<file path="config.mk">
export PLATFORM = sky130hd
export DESIGN_NAME = square_freq_meter
export DESIGN_NICKNAME = d
export VERILOG_FILES = /design/src/rtl/square_freq_meter.sv
export SDC_FILE = /design/constraint.sdc
export NUM_CORES = 1
export LEC_CHECK = 0
export ABC_AREA = 1
export CAP_MARGIN = 10
export CORE_MARGIN = 2
export CORE_UTILIZATION = 30
export CTS_CLUSTER_SIZE = 28
export DETAILED_ROUTE_END_ITERATION = 10
export REMOVE_ABC_BUFFERS = 1
export SLEW_MARGIN = 10
export SYNTH_ARGS = -nofsm -noshare
export SYNTH_HDL_FRONTEND = slang
export SYNTH_SLANG_ARGS = --single-unit
</file>
<file path="constraint.sdc">
create_clock -name clock -period 4.1 [get_ports clock]
set_clock_uncertainty 0.1 [all_clocks]
set_input_delay 0.82 -clock clock [delete_from_list [all_inputs] [get_ports clock]]
set_output_delay 0.82 -clock clock [all_outputs]
set_load 0.01 [all_outputs]
</file>
<file path="src/rtl/square_freq_meter.sv">
// Squares a 16-bit sample stream with a Schmitt trigger and measures the period and frequency.
// Optional macro FREQ_METER_DUTY_EN adds a high-time counter reported on high_time.
module square_freq_meter #(
    parameter int unsigned HI_THRESH   = 12000,
    parameter int unsigned LO_THRESH   = 8000,
    parameter int unsigned TIMEOUT_CYC = 50000000
) (
    input  logic        clock,
    input  logic        reset_n,
    input  logic [15:0] sample,
    input  logic [31:0] clock_freq,
    output logic [31:0] period,
    output logic [31:0] freq,
    output logic        freq_valid,
    output logic        locked,
    output logic        overrun,
    output logic [31:0] high_time
);

    localparam int unsigned SW = 16;
    localparam int unsigned CW = 32;
    localparam int unsigned BW = 5;
    localparam logic [SW-1:0] HI  = SW'(HI_THRESH);
    localparam logic [SW-1:0] LO  = SW'(LO_THRESH);
    localparam logic [CW-1:0] TMO = CW'(TIMEOUT_CYC);

    typedef enum logic [1:0] {S_IDLE, S_DIV, S_DONE} state_t;

    logic          r_level;
    logic          r_rise;
    logic          w_level_nxt;
    logic [CW-1:0] r_cnt;
    logic          r_armed;
    logic          w_timeout;
    logic          w_req;
    state_t        r_state;
    logic [CW-1:0] r_dvd;
    logic [CW-1:0] r_dvs;
    logic [CW-1:0] r_rem;
    logic [BW-1:0] r_bit;
    logic [CW:0]   w_rem_sh;
    logic          w_ge;
    logic [CW-1:0] w_diff;

    // Schmitt trigger: values between the thresholds hold the current level
    always_comb begin
        w_level_nxt = r_level;
        if (sample >= HI) begin
            w_level_nxt = 1'b1;
        end else if (sample <= LO) begin
            w_level_nxt = 1'b0;
        end
    end

    always_ff @(posedge clock) begin
        if (!reset_n) begin
            r_level <= 1'b0;
            r_rise  <= 1'b0;
        end else begin
            r_level <= w_level_nxt;
            r_rise  <= w_level_nxt & ~r_level;
        end
    end

    // A rise in the same cycle as a saturated count takes priority over timeout
    assign w_timeout = r_armed & ~r_rise & (r_cnt == TMO);
    assign w_req     = r_rise & r_armed;

    always_ff @(posedge clock) begin
        if (!reset_n) begin
            r_cnt   <= '0;
            r_armed <= 1'b0;
            period  <= '0;
            locked  <= 1'b0;
            overrun <= 1'b0;
        end else begin
            overrun <= 1'b0;
            if (r_rise) begin
                r_cnt   <= CW'(1);
                r_armed <= 1'b1;
                if (r_armed) begin
                    period  <= r_cnt;
                    locked  <= 1'b1;
                    overrun <= (r_state != S_IDLE);
                end
            end else begin
                if (r_cnt != TMO) begin
                    r_cnt <= r_cnt + CW'(1);
                end
                if (w_timeout) begin
                    r_armed <= 1'b0;
                    locked  <= 1'b0;
                end
            end
        end
    end

    // Restoring divider step: remainder stays below the divisor, so the low 32 bits of the difference suffice
    assign w_rem_sh = {r_rem, r_dvd[CW-1]};
    assign w_ge     = (w_rem_sh >= {1'b0, r_dvs});
    assign w_diff   = w_rem_sh[CW-1:0] - r_dvs;

    always_ff @(posedge clock) begin
        if (!reset_n) begin
            r_state    <= S_IDLE;
            r_dvd      <= '0;
            r_dvs      <= '0;
            r_rem      <= '0;
            r_bit      <= '0;
            freq       <= '0;
            freq_valid <= 1'b0;
        end else begin
            freq_valid <= 1'b0;
            if (w_timeout) begin
                freq       <= '0;
                freq_valid <= 1'b1;
                r_state    <= S_IDLE;
            end else begin
                case (r_state)
                    S_IDLE: begin
                        if (w_req) begin
                            r_dvd   <= clock_freq;
                            r_dvs   <= r_cnt;
                            r_rem   <= '0;
                            r_bit   <= '0;
                            r_state <= S_DIV;
                        end
                    end
                    S_DIV: begin
                        r_rem <= w_ge ? w_diff : w_rem_sh[CW-1:0];
                        r_dvd <= {r_dvd[CW-2:0], w_ge};
                        r_bit <= r_bit + BW'(1);
                        if (r_bit == BW'(CW - 1)) begin
                            r_state <= S_DONE;
                        end
                    end
                    S_DONE: begin
                        freq       <= r_dvd;
                        freq_valid <= 1'b1;
                        r_state    <= S_IDLE;
                    end
                    default: r_state <= S_IDLE;
                endcase
            end
        end
    end

`ifdef FREQ_METER_DUTY_EN
    logic [CW-1:0] r_high_cnt;

    // Counts level-high cycles from the rise cycle up to the cycle before the next rise
    always_ff @(posedge clock) begin
        if (!reset_n) begin
            r_high_cnt <= '0;
            high_time  <= '0;
        end else begin
            r_high_cnt <= (r_rise ? CW'(0) : r_high_cnt) + CW'(r_level);
            if (w_req) begin
                high_time <= r_high_cnt;
            end
        end
    end
`else
    assign high_time = '0;
`endif

endmodule

</file>
==> results of run 1 <==
worst max-delay path, cell delays in order (launching register included):
cell	delay (ns)
dfxtp_1	0.30
inv_1	0.05
ha_1	0.36
nand2_1	0.13
inv_1	0.05
nand2_1	0.07
nand2_1	0.05
nand2_1	0.05
nand3_1	0.13
nand2_1	0.12
nand2_1	0.08
nand2_2	0.06
buf_4	0.38
nand2_1	0.34
buf_12	0.26
nand2_1	0.08
nand3_1	0.07
a21oi_1	0.15
cell usage in the layout, fill, tap and decap left out, types with 6 or more instances in the layout:
master,instances
nand2_1,485
inv_1,214
dfxtp_1,205
nor2_1,177
a21oi_1,149
nand3_1,125
clkdlybuf4s50_1,115
o21ai_0,87
ha_1,36
conb_1,32
a211oi_1,31
nand3b_1,25
clkbuf_16,23
nand4_1,19
nor3_1,18
buf_4,14
xnor2_1,13
and2_1,8
nor4_1,8
nor2_2,7
nand2_2,6
clkinv_2,6
cells by family (layout without fill, tap and decap cells):
logic type	after synthesis	count (layout)	synth area share (%)
simple gates	888	888	33.0
other cells	1	32	0.0327
flops	205	205	35.8
compound gates	285	285	13.6
buf+inv	325	394	12.3
xor+xnor	15	15	1.15
fa+ha+maj	37	37	4.10
power by group through the flow:
| stage | clock network [mW] | registers [mW] | logic [mW] |
|---|---|---|---|
| 6_report | 2.15 | 2.15 | 3.81 |
| 5_1_grt | 2.26 | 2.15 | 4.31 |
| 4_1_cts | 2.19 | 2.14 | 3.81 |
| 3_5_place_dp | 0 | 2.19 | 3.80 |
| 3_3_place_gp | 0 | 2.19 | 3.76 |
| 2_1_floorplan | 0 | 2.17 | 2.63 |
metrics by stage:
stage	hold slack (ns)	worst slack, ns	instance area [µm²]
floorplan	0.300	0.904	11000
global placement	0.319	1.27	12900
detailed placement	0.320	1.21	12900
CTS	0.327	1.19	13700
global route	0.370	0.814	13700
finish	0.324	1.16	13700
flip-flops by register name, indices dropped and copies added, names as in the netlist:
name / flops
freq: 32
freq_valid: 1
locked: 1
overrun: 1
period: 32
r_armed: 1
r_bit: 5
r_cnt: 32
r_dvd: 32
r_dvs: 32
r_level: 1
r_rem: 32
r_rise: 1
r_state: 2
final cells by class:
type / instances / area (µm²)
timing repair buffer: 131 / 1280
inverter: 223 / 838
clock buffer: 30 / 652
sequential: 205 / 4100
clock inverter: 10 / 131
fill: 4077 / 24000
multi-input combinational: 1257 / 6060
tap: 511 / 639
layer usage:
layer,part of all wire (%),wire length (µm),vias up
met5,0,0,-
met3,4.3,1460,48
met4,2.3,795,0
li1,-,-,5753
met2,47,15900,235
met1,47,15800,5091
worst max-delay path by stage:
stage | from | to | slack, ns | cells past startpoint
detailed placement | r_dvs[3] | r_rem[15] | 1.21 | 17
global route | r_dvs[7] | r_rem[19] | 0.81 | 17
floorplan | reset_n | r_cnt[4] | 0.90 | 4
CTS | r_dvs[3] | r_rem[11] | 1.19 | 17
finish | r_dvs[3] | r_rem[17] | 1.16 | 17
global placement | r_cnt[1] | r_dvd[8] | 1.27 | 11
==> impl_metrics.json, run 1 <==
{
  "yosysWarnings": 0,
  "via_per_inst": 4.70,
  "vias": 11127,
  "ir_drop_mv": 0.611,
  "yosysMostFrequentCell": "nand2_1",
  "antenna_found_initial": 0,
  "synthTopCellsByArea": "dfxtp_1 (36%), nand2_1 (16%), inv_1 (7.0%)",
  "busiest_layer": "met2",
  "synthTopCellsByCount": "nand2_1 (485), inv_1 (215), dfxtp_1 (205), nor2_1 (177), a21oi_1 (149)",
  "async_reset_ff_share_pct": 0,
  "yosysTopAreaCellShare_pct": 35.8,
  "cts_root_buf": "clkbuf_16",
  "fin_setup_tns_ns": 0,
  "drive_above_1_share_pct": 4.31,
  "use_met1_pct": 22.9,
  "antenna_left": 0,
  "clk_latency_ns": 0.51,
  "grtUsageMet2_pct": 28.4,
  "cp.required_ns": 4.44,
  "status": "complete, no violations",
  "portBuffers": 116,
  "rrSetupSlack_ns": 1.16,
  "period_needed_ns": 2.94,
  "stdcell_count": 2367,
  "fp.coreArea_mm2": 0.0377,
  "synth.cell_area_mm2": 0.0115,
  "ys_types": 46,
  "fin_nets": 1927,
  "drv_slew": 0,
  "hp-class": "flop to flop",
  "wl_per_cell_um": 14.4,
  "hp-start": "r_level",
  "numClockSinks": 205,
  "p_switching_mw": 3.43,
  "cap_violations": 0,
  "clkPwrFrac_pct": 26.5,
  "powerDensity_mw_per_mm2": 591,
  "max_slew_margin_pct": 42.3,
  "tightest_slew_ns": 0.866,
  "post_cts_buffers": 0,
  "fmax_mhz": 340,
  "postCtsHoldBufs": 0,
  "post-route-drc-count": 0,
  "grt_pass1_vias": 10437,
  "clock_path_buffers": 3,
  "ioPinCount": 149,
  "hold_violations": 0,
  "worst_hold_path.endpoint": "r_rise",
  "min_period_over_period_pct": 71.8,
  "syn_avg_cell_area_um2": 6.53,
  "yosysSeqAreaShare_pct": 35.8,
  "place_congestion": 0.923,
  "synth_edf_count": 0,
  "crit_path_end_kind": "flop",
  "combinationalPowerShare_pct": 47.0,
  "min_delay_path_depth": 1,
  "cp_max_fo": 34,
  "cts_max_level": 1,
  "total_power_mw": 8.10,
  "drt_iter0_markers": 636,
  "dp_cells": 2327,
  "detail_route.wirelength_mm": 34.0,
  "sw_frac_of_total_pct": 42.3,
  "first_pass_iters": 7,
  "r2r-end": "r_rem[17]",
  "grt_use_met3_pct": 2.26,
  "grt_max_degree": 75,
  "cts_tree": "built",
  "intPower_mw": 4.67,
  "crit_type": "flop to flop",
  "clk_pin_slew_ns": 0.06,
  "synth_top_flop_cell": "dfxtp_1",
  "cts_made_buffers": 22,
  "dieArea_mm2": 0.0398,
  "r2r_start": "r_dvs[3]",
  "grt_pass1_wl_mm": 54.3,
  "setup_viol": 0,
  "p_leak_nw": 5.85,
  "diodes": 0,
  "synth_seq_cells": 205,
  "die_w_um": 199,
  "utilization_pct": 36.4,
  "startpoint_type": "flop",
  "crit_arrival_ns": 3.28,
  "netlist_instances": 1756,
  "yosys.area.top_type": "dfxtp_1",
  "rsz0062_at_grt": "no",
  "synthToLayoutAreaGrowth_pct": 19.6,
  "dp_hpwl_mm": 24.6,
  "chipHeight_um": 199,
  "rows": 71,
  "r2r_cells": 17,
  "grt_overflow_total": 0,
  "initial_utilization_pct": 30.4,
  "cts_resized": 0,
  "pwr-share-seq_pct": 26.5,
  "grt_usage_pct": 17.0
}
(Power assumes the default switching activity.)
==> run 2: changes to the inputs <==
- clock period: 4.1 -> 2.9 ns (I/O delays scaled with it)
==> run 2 against run 1 <==
Final cell count is 0.17% higher; wire length grew 0.27%; sequential share of layout area increased by 0.12 points; global-route usage decreased by 0.090 points; clock power increased by 24%; critical endpoint is now r_rem[24]; count of clock-buffer cells in the layout did not move; sequential power grew 41%; critical path depth shrank 2; via count grew 0.40%; total power is 37% higher; register-to-register slack lost 0.81 ns; combinational power rose by 42%.
==> impl_metrics.json, run 2 (synthesis gave the netlist of run 1 again) <==
{
  "drv_slew": 0,
  "place_area_mm2": 0.0130,
  "dieArea_mm2": 0.0398,
  "crit_slowest_cell": "fa_1",
  "grt_pass1_wl_mm": 54.2,
  "antenna_left": 0,
  "clock_path_buffers": 3,
  "path_common_cell": "nand2_1",
  "drt_iter0_markers": 626,
  "post_cts_buffers": 0,
  "crit_type": "flop to flop",
  "status": "complete, no violations",
  "layout_setup_ws_ns": 0.342,
  "grt_usage_pct": 16.9,
  "n_fill_cell": 4100,
  "startpoint_type": "flop",
  "crit_path_end_kind": "flop",
  "chipHeight_um": 199,
  "final_cell_mix": "nand2_1 (485), inv_1 (214), dfxtp_1 (205)",
  "cts_max_level": 1,
  "max_slew_margin_pct": 41.3,
  "setup_viol": 0,
  "place_congestion": 0.947,
  "numClockSinks": 205,
  "cp_cell_sequence": "inv_1, ha_1, fa_1, inv_1, nand3_1, nand3_1, nand2_1, nand2_1, nand2_1, nand3_1, nand2_1, nand2_1, nand2_1, nand3_1, a21oi_1",
  "vias": 11172,
  "post-route-drc-count": 0,
  "antenna_found_initial": 0,
  "ir_drop_mv": 0.833,
  "rows": 71,
  "grt_pass1_vias": 10509,
  "die_w_um": 199,
  "cts_resized": 0,
  "postCtsHoldBufs": 0,
  "fp.coreArea_mm2": 0.0377,
  "cts_made_buffers": 23,
  "dp_slack_ns": 0.356,
  "clk_latency_ns": 0.51,
  "tightest_slew_ns": 0.881,
  "cp.required_ns": 3.14,
  "powerDensity_mw_per_mm2": 814,
  "hp-class": "flop to flop",
  "min_period_over_period_pct": 88.2,
  "detail_route.wirelength_mm": 34.1,
  "fmax_mhz": 391,
  "hold_violations": 0,
  "first_pass_iters": 5,
  "cts_root_buf": "clkbuf_16",
  "crit_family": "simple AND/OR/NAND/NOR gates",
  "wl_per_cell_um": 14.4,
  "synthToLayoutAreaGrowth_pct": 19.1,
  "initial_utilization_pct": 30.4,
  "fin_nets": 1936,
  "cpPeakStageDelay_ns": 0.42,
  "clk_pin_slew_ns": 0.06,
  "crit_arrival_ns": 2.80,
  "cp_max_fo": 4,
  "cts_tree": "built",
  "dp_hpwl_mm": 24.8,
  "grt_overflow_total": 0,
  "via_per_inst": 4.71,
  "portBuffers": 116,
  "rsz0062_at_grt": "no",
  "finalInstanceArea_mm2": 0.0137,
  "diodes": 0,
  "cp.buffers_inverters": 2,
  "ioPinCount": 149,
  "cap_violations": 0,
  "grt_max_degree": 75,
  "drive_above_1_share_pct": 4.41,
  "period_needed_ns": 2.56,
  "final_common_cell": "nand2_1",
  "p_leak_nw": 5.83
}
==> run 2: cell types whose count changed in the layout (fill, tap and decap cells not counted), sizes merged <==
cell | previous run | this run
clkinv | 9 | 8
buf | 16 | 24
bufinv | 3 | 0
==> run 2: power breakdown <==
group          internal (mW)  switching [mW]
Combinational           1.81            3.61
Clock                   1.52            1.14
Sequential              2.94          0.0871
==> run 2: through the flow <==
step           power (mW)  setup TNS, ns  utilization (%)  hold WS, ns  instances
3_3_place_gp         8.42              0             34.5        0.328       2335
6_report             11.1              0             36.3        0.335       2371
5_1_grt              12.0              0             36.3        0.354       2371
3_5_place_dp         8.45              0             34.5        0.334       2335
4_1_cts              11.2              0             36.3        0.336       2371
2_1_floorplan        6.79          -7.82                -        0.300       1685
==> run 2: routing by layer <==
layer / global-route usage (%) / wire [µm] / vias to the layer above
met5: 0 / 0 / -
met4: 4.86 / 828 / 0
met3: 2.75 / 1850 / 54
met2: 27.5 / 15500 / 287
met1: 23.0 / 15900 / 5068
li1: - / - / 5763
==> run 2: final timing paths <==
path	from	end	slack [ns]	cells past startpoint
setup / recovery	r_dvd[31]	r_rem[24]	0.34	15
hold / removal	r_level	r_rise	0.34	1
setup reg to reg	r_dvd[31]	r_rem[24]	0.34	15
hold reg to reg	r_level	r_rise	0.34	1
==> run 2: area by class of cell <==
cell class	count	area, µm²	share of cell area (%)
Clock buffer	30	632	4.63
Clock inverter	6	36.3	0.266
Inverter	223	838	6.14
Multi-Input combinational cell	1257	6060	44.4
Sequential cell	205	4100	30.1
Tap cell	511	639	4.68
Timing Repair Buffer	139	1340	9.82
==> run 3: changes to the inputs <==
- ABC_AREA: 1 -> default
==> run 3 against run 2 <==
Synthesized cell count decreased by 29%; non-clock buffer count is 37 higher; die area down 10%; highest routed layer unchanged; first-iteration DRC count decreased by 31%; critical endpoint is now r_rem[2]; final cell count decreased by 23%; register-to-register slack got worse by 0.25 ns; critical path depth decreased by 3; largest cell class unchanged.
==> impl_metrics.json, run 3 <==
{
  "via_per_inst": 4.81,
  "dieArea_mm2": 0.0357,
  "cts_root_buf": "clkbuf_16",
  "grt_overflow_total": 0,
  "postCtsHoldBufs": 0,
  "post-route-drc-count": 0,
  "yosysTopAreaCellShare_pct": 40.0,
  "cts_made_buffers": 23,
  "sw_frac_of_total_pct": 24.2,
  "total_power_mw": 6.54,
  "synth_seq_cells": 205,
  "holdWs_ns": 0.353,
  "cp-startpoint": "r_dvs[12]",
  "worst_hold_path.endpoint": "freq[9]",
  "vias": 8845,
  "r2r_cells": 12,
  "cap_violations": 0,
  "synth.cell_area_mm2": 0.0102,
  "numClockSinks": 205,
  "synth_top_family_by_area": "compound AO/OA/AOI/OAI gates",
  "grt_usage_pct": 14.4,
  "synthMuxAreaShare_pct": 4.30,
  "crit_type": "flop to flop",
  "async_reset_ff_share_pct": 0,
  "max_slew_margin_pct": 61.3,
  "p_switching_mw": 1.58,
  "intPower_mw": 4.96,
  "ff_latch_area_mm2": 0.00411,
  "status": "complete, no violations",
  "cp.required_ns": 3.23,
  "final_common_cell": "nand2_1",
  "hp-start": "freq[9]",
  "fin_setup_tns_ns": 0,
  "period_needed_ns": 2.81,
  "antenna_found_initial": 0,
  "clk_pin_slew_ns": 0.07,
  "netlist_instances": 1249,
  "die_w_um": 189,
  "cp_max_fo": 8,
  "powerDensity_mw_per_mm2": 501,
  "ir_drop_mv": 0.425,
  "chipHeight_um": 189,
  "first_pass_iters": 5,
  "place_congestion": 0.833,
  "n_fill_cell": 3368,
  "detail_route.wirelength_mm": 26.2,
  "grt_max_degree": 110,
  "diodes": 0,
  "tightest_slew_ns": 0.580,
  "synthToLayoutAreaGrowth_pct": 27.4,
  "synth_top_flop_cell": "dfxtp_1",
  "grt_pass1_vias": 8724,
  "cts_max_level": 1,
  "wl_per_cell_um": 14.3,
  "portBuffers": 116,
  "combinationalPowerShare_pct": 10.2,
  "synthTopCellsByCount": "nand2_1 (300), dfxtp_1 (205), a21boi_0 (68), a21oi_1 (67), nor2_1 (63)",
  "r2r-end": "r_rem[2]",
  "yosys.area.top_type": "dfxtp_1",
  "p_leak_nw": 5.38,
  "rows": 67,
  "crit_path_end_kind": "flop",
  "clock_path_buffers": 3,
  "rrSetupSlack_ns": 0.09,
  "pwr-share-seq_pct": 44.4,
  "min_delay_path_depth": 2,
  "synthAdderAreaFrac_pct": 4.59,
  "synth_xor_area_share_pct": 4.79,
  "fmax_mhz": 356,
  "yosysMostFrequentCell": "nand2_1",
  "yosysSeqAreaShare_pct": 40.0,
  "ioPinCount": 149,
  "r2r_start": "r_dvs[12]",
  "syn_avg_cell_area_um2": 8.20,
  "startpoint_type": "flop",
  "drive_above_1_share_pct": 10.7,
  "synth_edf_count": 0,
  "setup_viol": 0,
  "fp.coreArea_mm2": 0.0336,
  "antenna_left": 0,
  "multi_input_area_mm2": 0.00581,
  "drt_iter0_markers": 431,
  "hp-class": "flop to flop",
  "clkPwrFrac_pct": 45.4,
  "synthTopCellsByArea": "dfxtp_1 (40%), nand2_1 (11%), a21boi_0 (5.0%)",
  "drv_slew": 0,
  "min_period_over_period_pct": 97.0,
  "clk_latency_ns": 0.53,
  "dp_hpwl_mm": 18.2,
  "fin_nets": 1460,
  "hold_violations": 0,
  "cts_tree": "built",
  "final_cell_mix": "nand2_1 (299), dfxtp_1 (202), clkdlybuf4s50_1 (115)",
  "grt_pass1_wl_mm": 43.1,
  "initial_utilization_pct": 30.5,
  "ys_types": 62,
  "crit_arrival_ns": 3.14,
  "synth-simple-area-share_pct": 19.2,
  "synth_compound_area_share_pct": 19.9,
  "yosysWarnings": 0
}
run 3: cell families (layout without fill, tap and decap cells):
logic type | after synthesis | in the layout
adders and majority gates | 37 | 37
buffers and inverters | 149 | 258
DFF | 205 | 205
muxes | 44 | 44
AOI/OAI and AO/OA | 297 | 297
xor gates and xnor gates | 56 | 56
and+or+nand+nor | 460 | 460
other | 1 | 32
run 3: per-stage QoR:
stage	utilization, %	instance area, µm²	setup WS (ns)	instances
5_1_grt	38.9	13100	-0.00397	1837
4_1_cts	38.0	12800	0.00544	1832
2_1_floorplan	-	9790	-1.38	1172
3_3_place_gp	35.7	12000	0.0252	1791
6_report	38.9	13100	0.0880	1837
3_5_place_dp	35.7	12000	-0.0816	1791
run 3: critical path, stage by stage (launching register included):
cell and delay (ns):
dfxtp_1 0.33, inv_1 0.07, ha_4 0.31, o21a_1 0.13
o21ai_1 0.09, a311oi_2 0.31, o211a_4 0.25, o32ai_4 0.09
o41ai_4 0.33, buf_4 0.22, clkbuf_4 0.21, mux2i_1 0.20
o21ai_1 0.07
run 3: worst max path at each step:
stage                           to  slack (ns)  cells after the start
after floorplan           r_dvd[0]       -1.38                      9
after global placement    r_rem[5]        0.03                     11
after detailed placement  r_rem[6]       -0.08                     11
after CTS                 r_rem[5]       0.005                     11
after global routing      r_rem[3]      -0.004                     12
final                     r_rem[2]        0.09                     12
run 3: timing repair:
item | in CTS | in global routing
gates cloned | 0 | 2
setup buffers | 0 | 3
setup endpoints to repair | 18 | 33
pin swaps | 1 | 7
resized for setup | 2 | 59
run 3: per-layer routing:
metal / part of all wire [%] / global-route usage (%)
met5: 0 / 0
met1: 48 / 19.3
met3: 6.3 / 3.58
met4: 2.5 / 4.51
met2: 43 / 22.7
run 3: area by class of cell:
class / instances / share of cell area (%)
timing repair buffer: 176 / 12.8
inverter: 41 / 1.18
tap: 448 / 4.29
clock inverter: 7 / 0.747
clock buffer: 34 / 5.11
multi-input combinational: 926 / 44.5
sequential: 205 / 31.5
run 3: power groups by stage:
stage               Combinational [mW]  Sequential (mW)  Clock [mW]
floorplan                        0.395             2.96           0
global placement                 0.614             2.97           0
detailed placement               0.619             2.97           0
CTS                              0.624             2.90        3.03
global route                     0.734             2.91        3.15
finish                           0.669             2.91        2.97
